--- src/rtl/mytimer2.sv ---
// rtl/mytimer2.sv - programmable interval timer with Avalon-MM-style slave port
//
// Purpose:
//   Down-counting interval timer used as a system tick or one-shot delay.
//   The counter reloads from PERIOD when it reaches zero while running. That
//   terminal count sets a sticky TO flag. A registered level interrupt is
//   raised while TO and the ITO enable are both set.
//
// Ports:
//   clk          in   1   system clock
//   reset_n      in   1   asynchronous active-low reset
//   irq          out  1   level interrupt, registered TO & ITO
//   s_cs_n       in   1   slave chip select, active low
//   s_address    in   2   register word address
//   s_read       in   1   read strobe, qualified by ~s_cs_n
//   s_readdata   out  32  registered read data, one-cycle latency
//   s_write      in   1   write strobe, qualified by ~s_cs_n
//   s_writedata  in   32  write data
//
// Register map (word address):
//   0 STATUS   bit0 TO (sticky, any write clears), bit1 RUN (read-only)
//   1 CONTROL  bit0 ITO, bit1 CONT, bit2 START (pulse), bit3 STOP (pulse)
//   2 PERIOD   reload value, CNT_W bits, upper bits read as 0
//   3 SNAP     current counter, zero-extended, read-only

module mytimer2 #(
    parameter int CNT_W        = 32,
    parameter int RESET_PERIOD = 50000
) (
    input  logic        clk,
    input  logic        reset_n,
    output logic        irq,
    input  logic        s_cs_n,
    input  logic [1:0]  s_address,
    input  logic        s_read,
    output logic [31:0] s_readdata,
    input  logic        s_write,
    input  logic [31:0] s_writedata
);

    localparam logic [1:0] ADDR_STATUS  = 2'd0;
    localparam logic [1:0] ADDR_CONTROL = 2'd1;
    localparam logic [1:0] ADDR_PERIOD  = 2'd2;
    localparam logic [1:0] ADDR_SNAP    = 2'd3;

    localparam logic [CNT_W-1:0] RST_VAL = CNT_W'(RESET_PERIOD);
    localparam logic [CNT_W-1:0] CNT_ONE = CNT_W'(1);

    typedef enum logic [0:0] {
        ST_IDLE    = 1'b0,
        ST_RUNNING = 1'b1
    } state_t;

    // ------------------------------------------------------------------
    // State and registers
    // ------------------------------------------------------------------
    state_t           r_state;
    state_t           w_state_nxt;
    logic [CNT_W-1:0] r_count;
    logic [CNT_W-1:0] r_period;
    logic             r_to;
    logic             r_ito;
    logic             r_cont;
    logic             r_irq;
    logic [31:0]      r_readdata;

    // ------------------------------------------------------------------
    // Bus decode
    // ------------------------------------------------------------------
    logic             w_wr;
    logic             w_rd;
    logic             w_wr_status;
    logic             w_wr_control;
    logic             w_wr_period;
    logic             w_start;
    logic             w_stop;
    logic [CNT_W-1:0] w_wdata_period;
    logic             w_run;
    logic             w_tc;
    logic             w_unused;

    assign w_wr           = ~s_cs_n & s_write;
    assign w_rd           = ~s_cs_n & s_read;
    assign w_wr_status    = w_wr && (s_address == ADDR_STATUS);
    assign w_wr_control   = w_wr && (s_address == ADDR_CONTROL);
    assign w_wr_period    = w_wr && (s_address == ADDR_PERIOD);
    assign w_start        = w_wr_control & s_writedata[2];
    assign w_stop         = w_wr_control & s_writedata[3];
    assign w_wdata_period = s_writedata[CNT_W-1:0];

    // Upper write-data bits above CNT_W are deliberately ignored.
    assign w_unused = &{1'b0, s_writedata};

    // Terminal count: running and the counter is already at zero this edge.
    assign w_tc = w_run && (r_count == '0);

    // ------------------------------------------------------------------
    // FSM: state register
    // ------------------------------------------------------------------
    always_ff @(posedge clk or negedge reset_n) begin
        if (!reset_n) begin
            r_state <= ST_IDLE;
        end else begin
            r_state <= w_state_nxt;
        end
    end

    // ------------------------------------------------------------------
    // FSM: next-state logic
    // STOP has priority over START. A START while running keeps the timer
    // running, even on a one-shot terminal count.
    // ------------------------------------------------------------------
    always_comb begin
        w_state_nxt = r_state;
        case (r_state)
            ST_IDLE: begin
                if (w_start && !w_stop) begin
                    w_state_nxt = ST_RUNNING;
                end
            end
            ST_RUNNING: begin
                if (w_stop) begin
                    w_state_nxt = ST_IDLE;
                end else if (w_start) begin
                    w_state_nxt = ST_RUNNING;
                end else if (w_tc && !r_cont) begin
                    w_state_nxt = ST_IDLE;
                end
            end
            default: w_state_nxt = ST_IDLE;
        endcase
    end

    // ------------------------------------------------------------------
    // FSM: output logic
    // ------------------------------------------------------------------
    always_comb begin
        w_run = 1'b0;
        case (r_state)
            ST_IDLE:    w_run = 1'b0;
            ST_RUNNING: w_run = 1'b1;
            default:    w_run = 1'b0;
        endcase
    end

    // ------------------------------------------------------------------
    // Counter
    // While running, the counter decrements each clock. It reloads on a
    // restart or at terminal count. While idle, it holds its value except
    // when PERIOD is written, so the next START counts the new period.
    // ------------------------------------------------------------------
    always_ff @(posedge clk or negedge reset_n) begin
        if (!reset_n) begin
            r_count <= RST_VAL;
        end else if (w_run) begin
            if (w_start && !w_stop) begin
                r_count <= r_period;
            end else if (w_tc) begin
                r_count <= r_period;
            end else begin
                r_count <= r_count - CNT_ONE;
            end
        end else if (w_wr_period) begin
            r_count <= w_wdata_period;
        end
    end

    // ------------------------------------------------------------------
    // Control and period registers
    // ------------------------------------------------------------------
    always_ff @(posedge clk or negedge reset_n) begin
        if (!reset_n) begin
            r_period <= RST_VAL;
            r_ito    <= 1'b0;
            r_cont   <= 1'b0;
        end else begin
            if (w_wr_period) begin
                r_period <= w_wdata_period;
            end
            if (w_wr_control) begin
                r_ito  <= s_writedata[0];
                r_cont <= s_writedata[1];
            end
        end
    end

    // ------------------------------------------------------------------
    // Sticky timeout flag: a terminal count wins over a same-cycle clear.
    // ------------------------------------------------------------------
    always_ff @(posedge clk or negedge reset_n) begin
        if (!reset_n) begin
            r_to <= 1'b0;
        end else if (w_tc) begin
            r_to <= 1'b1;
        end else if (w_wr_status) begin
            r_to <= 1'b0;
        end
    end

    // ------------------------------------------------------------------
    // Interrupt: registered copy of TO & ITO, one clock behind either term.
    // ------------------------------------------------------------------
    always_ff @(posedge clk or negedge reset_n) begin
        if (!reset_n) begin
            r_irq <= 1'b0;
        end else begin
            r_irq <= r_to & r_ito;
        end
    end

    assign irq = r_irq;

    // ------------------------------------------------------------------
    // Read data: captured on the read edge and held otherwise. SNAP
    // returns the counter as it stood before this edge's update.
    // ------------------------------------------------------------------
    always_ff @(posedge clk or negedge reset_n) begin
        if (!reset_n) begin
            r_readdata <= 32'd0;
        end else if (w_rd) begin
            case (s_address)
                ADDR_STATUS:  r_readdata <= {30'd0, w_run, r_to};
                ADDR_CONTROL: r_readdata <= {30'd0, r_cont, r_ito};
                ADDR_PERIOD:  r_readdata <= 32'(r_period);
                ADDR_SNAP:    r_readdata <= 32'(r_count);
                default:      r_readdata <= 32'd0;
            endcase
        end
    end

    assign s_readdata = r_readdata;

endmodule

--- config.mk ---
export PLATFORM = sky130hd
export DESIGN_NAME = mytimer2
export DESIGN_NICKNAME = d
export VERILOG_FILES = /design/src/rtl/mytimer2.sv
export SDC_FILE = /design/constraint.sdc
export NUM_CORES = 1
export LEC_CHECK = 0
export CAP_MARGIN = 10
export CORE_MARGIN = 8
export CORE_UTILIZATION = 55
export CTS_CLUSTER_DIAMETER = 30
export CTS_CLUSTER_SIZE = 14
export DETAILED_ROUTE_END_ITERATION = 7
export DONT_BUFFER_PORTS = 1
export HOLD_SLACK_MARGIN = 0.05
export PLACE_DENSITY = 0.7
export RECOVER_POWER = 25
export SYNTH_ARGS = -nofsm -noshare
export SYNTH_HDL_FRONTEND = slang
export SYNTH_SLANG_ARGS = --single-unit
--- constraint.sdc ---
create_clock -name clk -period 4.4 [get_ports clk]
set_clock_uncertainty 0.05 [all_clocks]
set_input_delay 0.44 -clock clk [delete_from_list [all_inputs] [get_ports clk]]
set_output_delay 0.44 -clock clk [all_outputs]
set_load 0.05 [all_outputs]
==> results of run 1 <==
[logic make-up (layout without fill, tap and decap cells)]
kind of cell             after synthesis  after routing  synth area share (%)
AO/OA/AOI/OAI                        119            119                  15.2
flip-flops                           101            101                  46.8
AND/OR/NAND/NOR                      235            235                  21.7
adder cells (fa/ha/maj)                1              1                 0.230
XOR/XNOR                              26             26                  4.20
multiplexers                          37             37                  7.38
buffers and inverters                 51             36                  4.43
[through the flow]
stage / hold WS, ps / worst slack [ps]
after CTS: 103 / 1680
after floorplan: 94.4 / 2100
after global placement: 99.2 / 1800
after global routing: 117 / 919
final: 125 / 1500
after detailed placement: 99.5 / 1700
[worst paths after layout]
kind	slack (ps)	start	cells after the start	to
max reg2reg	1610	r_count[10]	5	r_count[10]
min reg2reg	430	r_period[15]	2	r_period[15]
min	120	s_writedata[3]	1	r_state
max in group clk	1610	r_count[10]	5	r_count[10]
min in group asynchronous	1380	reset_n	2	r_period[10]
max	1500	reset_n	2	s_readdata[27]
[final cells by class]
cell class	instances	area (µm²)	area share [%]
Clock buffer	13	149	2.63
Clock inverter	3	45.0	0.795
Inverter	12	45.0	0.795
Multi-Input combinational cell	418	2660	47.0
Sequential cell	101	2540	44.9
Tap cell	133	166	2.94
Timing Repair Buffer	8	56.3	0.994
[routing by layer]
metal | vias to the layer above | wire [µm] | track usage, % | part of all wire [%]
li1 | 1974 | - | - | -
met1 | 2056 | 5980 | 27.3 | 45
met2 | 130 | 6030 | 31.7 | 45
met3 | 13 | 1070 | 5.99 | 8.1
met4 | 0 | 176 | 6.83 | 1.3
met5 | - | 0 | 0 | 0
[registers in the layout, summed over array words and instances, names as in the netlist]
| name | count |
|---|---|
| r_cont | 1 |
| r_to | 1 |
| r_state | 1 |
| r_ito | 1 |
| r_period | 32 |
| r_count | 32 |
| s_readdata | 32 |
| irq | 1 |
[cell usage after synthesis (all sizes together), types with 4 or more instances]
master / number
o21ai: 44
xnor2: 5
xor2: 21
or3: 6
nand2: 151
inv: 12
nor4: 18
a21oi: 24
clkbuf: 23
nor3: 12
nand3: 18
dfrtp: 89
mux2: 4
mux2i: 31
dfstp: 12
a31o: 7
nor2: 10
buf: 16
o221a: 18
a211oi: 8
[power by group through the flow]
stage                     clock [mW]  sequential (mW)  combinational [mW]
after floorplan                    0             1.70               0.690
after global placement             0             1.81               0.733
after detailed placement           0             1.83               0.751
after CTS                      0.607             1.81               0.780
after global routing           0.639             1.86               0.873
final                          0.590             1.81               0.774
==> flow_summary.json, run 1 <==
{
  "fmax_mhz": 345,
  "tightest_slew_ps": 2490,
  "wirelength_mm": 13.3,
  "hp-class": "in -> reg",
  "ys.flop_type": "dfrtp_1",
  "yosysWarnings": 0,
  "ys_seq_area_share_pct": 46.8,
  "status": "finished with violations",
  "end_kind": "async pin",
  "pwr_density_cell_mw_per_mm2": 561,
  "p_switching_mw": 1.29,
  "first_global_vias": 4269,
  "syn_inst": 570,
  "cts_buffers": 9,
  "wire_per_inst_um": 19.3,
  "track_usage_pct": 20.6,
  "hold_viol": 0,
  "cts_root_buf": "clkbuf_8",
  "io_pins": 72,
  "critPathRequiredTime_ps": 4300,
  "grt-ovfl-total": 0,
  "cts.htree.levels": 3,
  "synth.distinct_cells": 63,
  "final_cell_mix": "149 x nand2_1, 89 x dfrtp_1, 43 x o21ai_0",
  "power_mw": 3.18,
  "place.gp.congestion": 0.814,
  "drv_cap": 1,
  "num_antenna_cells": 0,
  "synth-edff-count": 0,
  "cts_hold_buf": 2,
  "p_seq_share_pct": 57.0,
  "synth.area.top_cells": "dfrtp_1 41%, nand2_1 10%, dfstp_2 5.8%",
  "grt_pass1_wl_mm": 21.7,
  "p_int_mw": 1.89,
  "rsz0062_at_grt": "no",
  "finalSetupTns_ps": 0,
  "worstPathCellList": "dlygate4sd3_1 > clkbuf_2",
  "fin_area_mm2": 0.00566,
  "finalSetupViolCount": 0,
  "failed_checks": "max-capacitance violations, max-slew violations",
  "syn_area_mm2": 0.00543,
  "drt-pass1-iter-count": 5,
  "dp.cells": 670,
  "fin_nets": 590,
  "die_area_mm2": 0.0133,
  "avgSynthCellArea_um2": 9.52,
  "grt_max_degree": 102,
  "start_kind": "primary input",
  "combPwrFrac_pct": 24.4,
  "die_h_um": 115,
  "layout_commonest_cell": "nand2_1",
  "initial_core_util_pct": 56.0,
  "detail-route-antenna-nets": 0,
  "path_delay_family": "buffers and inverters",
  "via_count": 4173,
  "slowest_stage": "clkbuf_2",
  "yosys.area.top_type": "dfrtp_1",
  "viasPerCell": 6.07,
  "cp_data_arrival_time_ps": 2800,
  "swShare_pct": 40.6,
  "vdd_drop_max_mv": 0.268,
  "core_mm2": 0.00968,
  "async_flop_share_pct": 100,
  "drive_gt1_share_pct": 13.0,
  "fp-row-count": 36,
  "syn_nets": 610,
  "drc": 0,
  "portBuffers": 0,
  "p_leak_nw": 2.42,
  "ys_ff_latch": 101,
  "slew_headroom_pct": -66.1,
  "synth_top_area_share_pct": 41.0,
  "placed_area_mm2": 0.00546,
  "clkPwrFrac_pct": 18.6,
  "clk_latency_ps": 370,
  "nFillCells": 829,
  "antenna_found_initial": 0,
  "cts_setup_buffers": 0,
  "drt_iter0_markers": 301,
  "path_buf_inv": 2,
  "cts_sinks": 101,
  "ctsResizeCount": 0,
  "die_w_um": 115,
  "crit_type": "in -> async",
  "crit_fanout": 101,
  "drv_slew": 102,
  "cts_tree": "built",
  "final_cells": 688,
  "max_stage_delay_ps": 1780,
  "cts.clk_slew.worst_paths_ps": 100,
  "final_util_pct": 58.5,
  "area_growth_pct": 4.36,
  "period_share_pct": 65.9,
  "clk_path_buf_depth": 2,
  "dp_hpwl_mm": 8.88,
  "period_needed_ps": 2900
}
(Power assumes the default switching activity.)
==> run 2, diff against run 1 <==
clock period = 2.8 ns   (was 4.4 ns; I/O delays follow)
==> run 2 against run 1 <==
Die area stayed put; cell count is 6.3% higher; sequential power is 56% higher; clock power is 48% higher; largest power group unchanged; the flow still finishes with violations (max-capacitance violations, max-slew violations); critical path depth is 4 higher; register-to-register slack worse by 1300 ps; hold slack worse by 50 ps; highest routed layer unchanged; combinational power is 67% higher; sequential share of layout area is 2.8 points lower.
==> flow_summary.json, run 2 (synthesis results as in run 1) <==
{
  "drv_slew": 44,
  "pwr_density_cell_mw_per_mm2": 826,
  "cts.htree.levels": 3,
  "tightest_slew_ps": 2080,
  "cp_num_cells": 6,
  "r2r_end": "r_count[20]",
  "cts_setup_buffers": 0,
  "clk_path_buf_depth": 2,
  "cts_buffers": 9,
  "cp_data_arrival_time_ps": 2840,
  "wirelength_mm": 13.7,
  "critPathRequiredTime_ps": 3070,
  "detail-route-antenna-nets": 0,
  "cts_tree": "built",
  "drive_gt1_share_pct": 13.7,
  "fin_ws_ps": 227,
  "layout_commonest_cell": "nand2_1",
  "antenna_found_initial": 0,
  "area_growth_pct": 11.4,
  "die_h_um": 115,
  "rrSetupSlack_ps": 320,
  "crit_fanout": 43,
  "core_mm2": 0.00968,
  "drc": 0,
  "vdd_drop_max_mv": 0.449,
  "via_count": 4343,
  "portBuffers": 0,
  "crit_type": "in -> reg",
  "start_kind": "primary input",
  "ctsResizeCount": 0,
  "max_stage_delay_ps": 1530,
  "hp-class": "in -> reg",
  "first_global_vias": 4393,
  "finalSetupViolCount": 0,
  "place.gp.congestion": 0.829,
  "finalSetupTns_ps": 0,
  "final_util_pct": 62.4,
  "grt-ovfl-total": 0,
  "power_mw": 4.99,
  "initial_core_util_pct": 56.0,
  "cts_sinks": 101,
  "viasPerCell": 5.94,
  "rsz0062_at_grt": "no",
  "grt_pass1_wl_mm": 22.9,
  "r2r-start": "r_count[0]",
  "fin_nets": 633,
  "p_leak_nw": 2.58,
  "path_delay_family": "buffers and inverters",
  "failed_checks": "max-capacitance violations, max-slew violations",
  "status": "finished with violations",
  "dp_hpwl_mm": 9.00,
  "grt_max_degree": 102,
  "drt_iter0_markers": 340,
  "r2r_cells": 8,
  "track_usage_pct": 21.8,
  "cp-endpoint": "r_count[31]",
  "num_antenna_cells": 0,
  "slowest_stage": "clkbuf_1",
  "dpl_worst_slack_ps": 364,
  "cts.clk_slew.worst_paths_ps": 100,
  "wire_per_inst_um": 18.8,
  "worstPathCellList": "nor4bb_1 > clkbuf_1 > a21o_1 > nand3_1 > nor3_1 > a311o_1",
  "drv_cap": 1,
  "drt-pass1-iter-count": 5,
  "period_share_pct": 91.9,
  "die_area_mm2": 0.0133,
  "io_pins": 72,
  "end_kind": "flop",
  "die_w_um": 115,
  "cp-startpoint": "s_address[0]",
  "final_cell_mix": "149 x nand2_1, 89 x dfrtp_1, 43 x o21ai_0",
  "fp-row-count": 36,
  "path_buf_inv": 1,
  "slew_headroom_pct": -38.8,
  "period_needed_ps": 2570,
  "clk_latency_ps": 390,
  "cts_root_buf": "clkbuf_8",
  "timing.hold.ws_ps": 75.3,
  "fmax_mhz": 389,
  "hold_viol": 0
}
[run 2: cell count changes in the layout (fill, tap and decap cells not counted), moves of 2 or more]
cell,delta
clkinvlp_4,+2
buf_4,+8
dlygate4sd3_1,+34
clkbuf_1,-2
[run 2: final cells by class]
type | count | area (µm²)
sequential | 101 | 2540
multi-input combinational | 418 | 2650
timing repair buffer | 51 | 463
fill | 838 | 3640
clock buffer | 9 | 124
clock inverter | 7 | 58.8
tap | 133 | 166
inverter | 12 | 45.0
[run 2: what timing repair did]
action / 4_1_cts / 5_1_grt
setup endpoints to repair: 0 / 0
endpoints found under the hold margin: 140 / 0
hold buffers: 36 / 0
[run 2: report_power, final]
part	total (mW)	switching [mW]	internal, mW
clock	0.875	0.542	0.333
sequential	2.82	0.910	1.91
combinational	1.29	0.631	0.661
total	4.99	2.08	2.91
[run 2: how the worst min path moves through the flow]
stage,endpoint,cells after the start,start
detailed placement,s_readdata[2],0,reset_n
CTS,r_count[0],2,s_writedata[0]
finish,r_count[0],2,s_writedata[0]
global route,s_readdata[11],2,s_address[0]
global placement,s_readdata[5],0,reset_n
floorplan,irq,0,reset_n
[run 2: through the flow]
step | cells | instance area [µm²]
detailed placement | 679 | 5540
floorplan | 570 | 5430
finish | 731 | 6040
global route | 731 | 6040
CTS | 731 | 6100
global placement | 679 | 5540
[run 2: metal layers]
layer  part of all wire (%)  GRT usage (%)  vias up  wire, µm
li1                       -              -     2063         -
met5                      0              0        -         0
met1                     45           29.8     2107      6160
met3                    6.8           4.36       21       934
met4                    2.0           8.41        0       270
met2                     46           33.1      152      6340
==> RTL edit 1: new RTL, settings of run 1 <==
Make the reset (`reset_n`) synchronous in 6 clocked blocks. Comments in the files are not updated.
--- a/src/rtl/mytimer2.sv
+++ b/src/rtl/mytimer2.sv
@@ -97,7 +97,7 @@
     // ------------------------------------------------------------------
     // FSM: state register
     // ------------------------------------------------------------------
-    always_ff @(posedge clk or negedge reset_n) begin
+    always_ff @(posedge clk) begin
         if (!reset_n) begin
             r_state <= ST_IDLE;
         end else begin
@@ -149,7 +149,7 @@
     // restart or at terminal count. While idle, it holds its value except
     // when PERIOD is written, so the next START counts the new period.
     // ------------------------------------------------------------------
-    always_ff @(posedge clk or negedge reset_n) begin
+    always_ff @(posedge clk) begin
         if (!reset_n) begin
             r_count <= RST_VAL;
         end else if (w_run) begin
@@ -168,7 +168,7 @@
     // ------------------------------------------------------------------
     // Control and period registers
     // ------------------------------------------------------------------
-    always_ff @(posedge clk or negedge reset_n) begin
+    always_ff @(posedge clk) begin
         if (!reset_n) begin
             r_period <= RST_VAL;
             r_ito    <= 1'b0;
@@ -187,7 +187,7 @@
     // ------------------------------------------------------------------
     // Sticky timeout flag: a terminal count wins over a same-cycle clear.
     // ------------------------------------------------------------------
-    always_ff @(posedge clk or negedge reset_n) begin
+    always_ff @(posedge clk) begin
         if (!reset_n) begin
             r_to <= 1'b0;
         end else if (w_tc) begin
@@ -200,7 +200,7 @@
     // ------------------------------------------------------------------
     // Interrupt: registered copy of TO & ITO, one clock behind either term.
     // ------------------------------------------------------------------
-    always_ff @(posedge clk or negedge reset_n) begin
+    always_ff @(posedge clk) begin
         if (!reset_n) begin
             r_irq <= 1'b0;
         end else begin
@@ -214,7 +214,7 @@
     // Read data: captured on the read edge and held otherwise. SNAP
     // returns the counter as it stood before this edge's update.
     // ------------------------------------------------------------------
-    always_ff @(posedge clk or negedge reset_n) begin
+    always_ff @(posedge clk) begin
         if (!reset_n) begin
             r_readdata <= 32'd0;
         end else if (w_rd) begin
Function: differs if reset_n is asserted again (counterexample within 4 cycles, from zero or initial values and one cycle with reset_n low); with reset_n held inactive, the same outputs for 4 cycles.
==> RTL edit 1 against run 1 <==
The flow still finishes with violations (capacitance limit, slew limit); register-to-register slack worse by 0.11 ns; routed wire length is 1.3% lower; first-iteration DRC count is 7.0% lower; cell area is 8.9% lower; worst setup slack worse by 0.22 ns; sequential cell count stayed put; synthesized area is 8.6% lower; highest routed layer unchanged.
Power is not compared: it rests on default switching activity, and its combinational part moved more than twofold at a synthesized area within 25%.
==> RTL edit 1: results (changes against run 1) <==
Worst setup path:
- The worst reg2reg path depth is 7 (+2).
- The endpoint of the worst register-to-register path is r_count[5].
- The worst setup path is of the in2reg kind.
- The worst-path maximum fanout is 73 (-28%).
- The worst setup path is captured at a flip-flop.
- Following the worst setup path forward leads to its endpoint at r_count[20].
- The startpoint of the worst register-to-register path is r_state.

Final layout:
- The number of fill cells is 798 (-3.7%).
- The share of cells above drive strength 1 is 12.4% (-0.61 points).

Synth:
- The number of nets produced by synthesis was 629 (+3.1%).
- The top cell type's share of synthesized area is 40.8% (-0.28 points).
- The async set-reset flop share out of synthesis is 0% (-100 points).
- Counting instances in the post-synthesis netlist gives the leading cell types as dfxtp_1 (101), nand2_1 (94), a21oi_1 (57).
- The count of distinct cell types in the synthesized netlist was 58 (-7.9%).

Routing:
- The via density per instance is 6.29 (+3.8%).
- The routed length per placed instance is 19.4 um (+0.72%).

Global routing:
- The overall track demand over capacity in global routing is 21.0% (+0.34 points).
- The number of global-route vias before repair is 4,136 (-3.1%).

Place:
- The final estimated routing congestion in global placement came to 0.906 (+11%).
- The detailed-placement wirelength estimate is 8.61 mm (-3.1%).

Outcome:
- The run finished, with violations left.
- The final reports fail on capacitance limit, slew limit.

Timing:
- The maximum clock frequency is 321 MHz (-7.0%).
- The worst max-slew margin expressed relative to the limit is -128% (-62 points).
- The max-slew violation count came to 74 (-27%).

Job:
- The count of max-cap constraint violations was 1 (unchanged).
-- RTL edit 1: metrics by stage --
stage	cell area [um^2]	util [%]	hold slack [ns]	instances
6_report	5160	59.2	0.107	674
5_1_grt	5160	59.2	0.0905	674
4_1_cts	5160	59.2	0.0929	674
3_5_place_dp	4980	57.1	0.418	659
3_3_place_gp	4980	57.1	0.406	659
2_1_floorplan	4960	-	0.395	589
-- RTL edit 1: worst min-delay path by stage --
| stage | cells past startpoint | slack, ns | start | endpoint |
|---|---|---|---|---|
| floorplan | 2 | 0.39 | r_period[28] | r_period[28] |
| global placement | 2 | 0.41 | r_period[7] | r_period[7] |
| detailed placement | 2 | 0.42 | r_period[21] | r_period[21] |
| CTS | 1 | 0.09 | reset_n | r_period[9] |
| global route | 1 | 0.09 | reset_n | r_period[4] |
| finish | 1 | 0.11 | reset_n | r_period[6] |
-- RTL edit 1: power by group through the flow --
stage	Combinational, mW	Sequential (mW)	Clock, mW
global placement	0.137	0.991	0
floorplan	0.119	0.986	0
finish	0.140	0.972	0.571
detailed placement	0.139	0.993	0
CTS	0.140	0.971	0.584
global route	0.155	0.976	0.619
-- RTL edit 1: cells by family after synthesis --
group,share of synthesized area [%]
compound gates,22.0
xor+xnor,3.88
fa+ha+maj,0.252
buf+inv,4.77
flops,40.8
mux,8.73
simple gates,19.6
-- RTL edit 1: worst max-delay path: stages --
cell and delay, ns:
inv_1 0.05, clkbuf_1 2.41, a221o_1 0.33, a21oi_1 0.06
-- RTL edit 1: layout make-up --
class | instances | share of cell area [%]
clock buffers | 11 | 2.55
clock inverters | 4 | 0.970
multi-input cells | 431 | 52.7
flip-flops and latches | 101 | 39.2
repair buffers | 9 | 1.24
inverters | 10 | 0.727
well taps | 108 | 2.62
-- RTL edit 1: metal layers --
metal  global-route usage, %  share of wire, %
met1                    27.5                45
met2                    33.1                46
met3                    5.47               6.7
met4                    5.77               1.6
met5                       0                 0
==> RTL edit 2: new RTL, flow settings as in run 1 <==
Without the edit above. `CNT_W`: 32 -> 16.
--- a/src/rtl/mytimer2.sv
+++ b/src/rtl/mytimer2.sv
@@ -24,7 +24,7 @@
 //   3 SNAP     current counter, zero-extended, read-only
 
 module mytimer2 #(
-    parameter int CNT_W        = 32,
+    parameter int CNT_W        = 16,
     parameter int RESET_PERIOD = 50000
 ) (
     input  logic        clk,
Formal check against the unedited RTL: not equivalent (a bounded check fails within 4 cycles, from zero or initial values and one cycle with reset_n low).
==> RTL edit 2 against run 1 <==
Count of clock-buffer cells in the layout decreased by 5; synthesized area decreased by 45%; first-iteration DRC count decreased by 46%; routed wire length decreased by 52%; sequential cell count decreased by 48; register-to-register slack improved by 0.26 ns; power decreased by 45%; hold slack improved by 0.039 ns; combinational power decreased by 30%; worst setup slack improved by 0.36 ns; cell area decreased by 46%; fmax increased by 14%.
==> RTL edit 2: results (changes against run 1) <==
Synth:
- Sorting the synthesized cells by area gives the leading types as dfrtp_1 (34%), dfstp_2 (11%), mux2i_1 (10%).
- The share of the yosys chip area belonging to registers is 44.9% (-1.9 points).
- Counting instances in the post-synthesis netlist gives the leading cell types as nand2_1 (74), dfrtp_1 (41), mux2i_1 (30).
- The count of distinct cell types in the synthesized netlist is 48 (-24%).

Timing:
- The transition time at the pin with the least slew margin is 1.00 ns (-1.49 ns).
- The post-route fraction of the period consumed by the critical path is 57.6% (-8.3 points).

Power:
- The worst-case vdd ir drop is 0.250 mV (-6.5%).

Routing:
- The iteration-0 DRC count of the detailed router is 163 (-46%).
- The total iterations of the first detailed-routing run was 4 (-1).
- The via density per instance came to 5.46 (-10%).

Final layout:
- The share of cells above drive strength 1 came to 13.9% (+0.93 points).
- The number of fill cells is 479 (-42%).
- The count of non-filler cells in the finished layout is 367 (-47%).

Worst setup path:
- The largest delay contributor family on the critical path is compound AO/OA/AOI/OAI gates.
- The delay of the slowest cell on the worst path is 0.55 ns (-1.23 ns).
- The library cell contributing the largest single delay on the critical path is o22a_1.
- The data arrival time of the critical path came to 2.68 ns (-0.12 ns).
- The worst reg2reg path depth came to 7 (+2).

Place:
- The instance count after placement with tap cells included came to 357 (-47%).
- The final estimated routing congestion in global placement is 0.788 (-3.2%).
- The worst setup slack before clock tree synthesis came to 1.87 ns (+0.164 ns).

Clocking:
- The clock insertion delay at the later pin of the skew report came to 0.30 ns (-0.07 ns).
- The clock buffer count from CTS is 5 (-4).

Global routing:
- The overall track demand over capacity in global routing was 16.7% (-3.9 points).
- The largest net degree at the start of global routing was 54 (-47%).

Outcome:
- The run finished with clean final reports.
[RTL edit 2: changes by cell type in the layout (fill, tap and decap cells not counted), moves of 12 or more]
cell / before / now
a21oi_1: 24 / 8
conb_1: 0 / 16
dfrtp_1: 89 / 41
nand2_1: 149 / 74
nand3_1: 17 / 3
o21ai_0: 43 / 16
o221a_1: 12 / 0
xor2_1: 21 / 3
[RTL edit 2: what timing repair did]
action | 4_1_cts | 5_1_grt
endpoints found under the hold margin | 53 | 0
hold buffers | 2 | 0
gates resized for setup | 0 | 0
[RTL edit 2: worst min path at each step]
| stage | start | end | slack [ns] | cells after the start |
|---|---|---|---|---|
| after detailed placement | reset_n | s_readdata[13] | 0.1 | 0 |
| after global placement | reset_n | s_readdata[11] | 0.1 | 0 |
| final | s_writedata[9] | r_period[9] | 0.16 | 2 |
| after global routing | s_writedata[9] | r_period[9] | 0.18 | 2 |
| after CTS | s_writedata[9] | r_period[9] | 0.16 | 2 |
| after floorplan | reset_n | irq | 0.09 | 0 |
[RTL edit 2: stage by stage]
stage                     cell area (um^2)  hold WS (ns)  power, mW
after floorplan                       3040        0.0944       1.37
after global placement                2930        0.0961       1.43
after detailed placement              2930        0.0962       1.46
after CTS                             3060         0.159       1.76
after global routing                  3060         0.177       1.85
final                                 3060         0.163       1.74
[RTL edit 2: final cells by class]
type / instances / area, um^2 / share of cell area (%)
sequential: 53 / 1340 / 43.9
tap: 72 / 90.1 / 2.95
inverter: 3 / 11.3 / 0.368
timing repair buffer: 4 / 52.6 / 1.72
multi-input combinational: 227 / 1470 / 48.1
clock buffer: 8 / 90.1 / 2.95
[RTL edit 2: kinds of logic after synthesis]
kind of cell | count (synthesis) | synth area share [%]
AOI/OAI and AO/OA | 42 | 8.55
xor gates and xnor gates | 13 | 3.82
adders and majority gates | 2 | 0.838
buffers and inverters | 36 | 7.63
DFF | 53 | 44.9
muxes | 42 | 16.0
other | 1 | 0.126
and+or+nand+nor | 112 | 18.1
[RTL edit 2: report_power, final]
| part | internal (mW) | leakage (nW) | switching, mW |
|---|---|---|---|
| sequential | 0.644 | 0.650 | 0.274 |
| combinational | 0.270 | 0.792 | 0.269 |
| clock | 0.129 | 0.0455 | 0.152 |
| total | 1.04 | 1.49 | 0.695 |
[RTL edit 2: layer usage]
layer  GRT usage (%)  share of wire, %  vias up
li1                -                 -      983
met1            21.1                46      972
met2            27.7                46       42
met3            4.09               6.3        5
met4            4.98               1.0        0
met5               0                 0        -
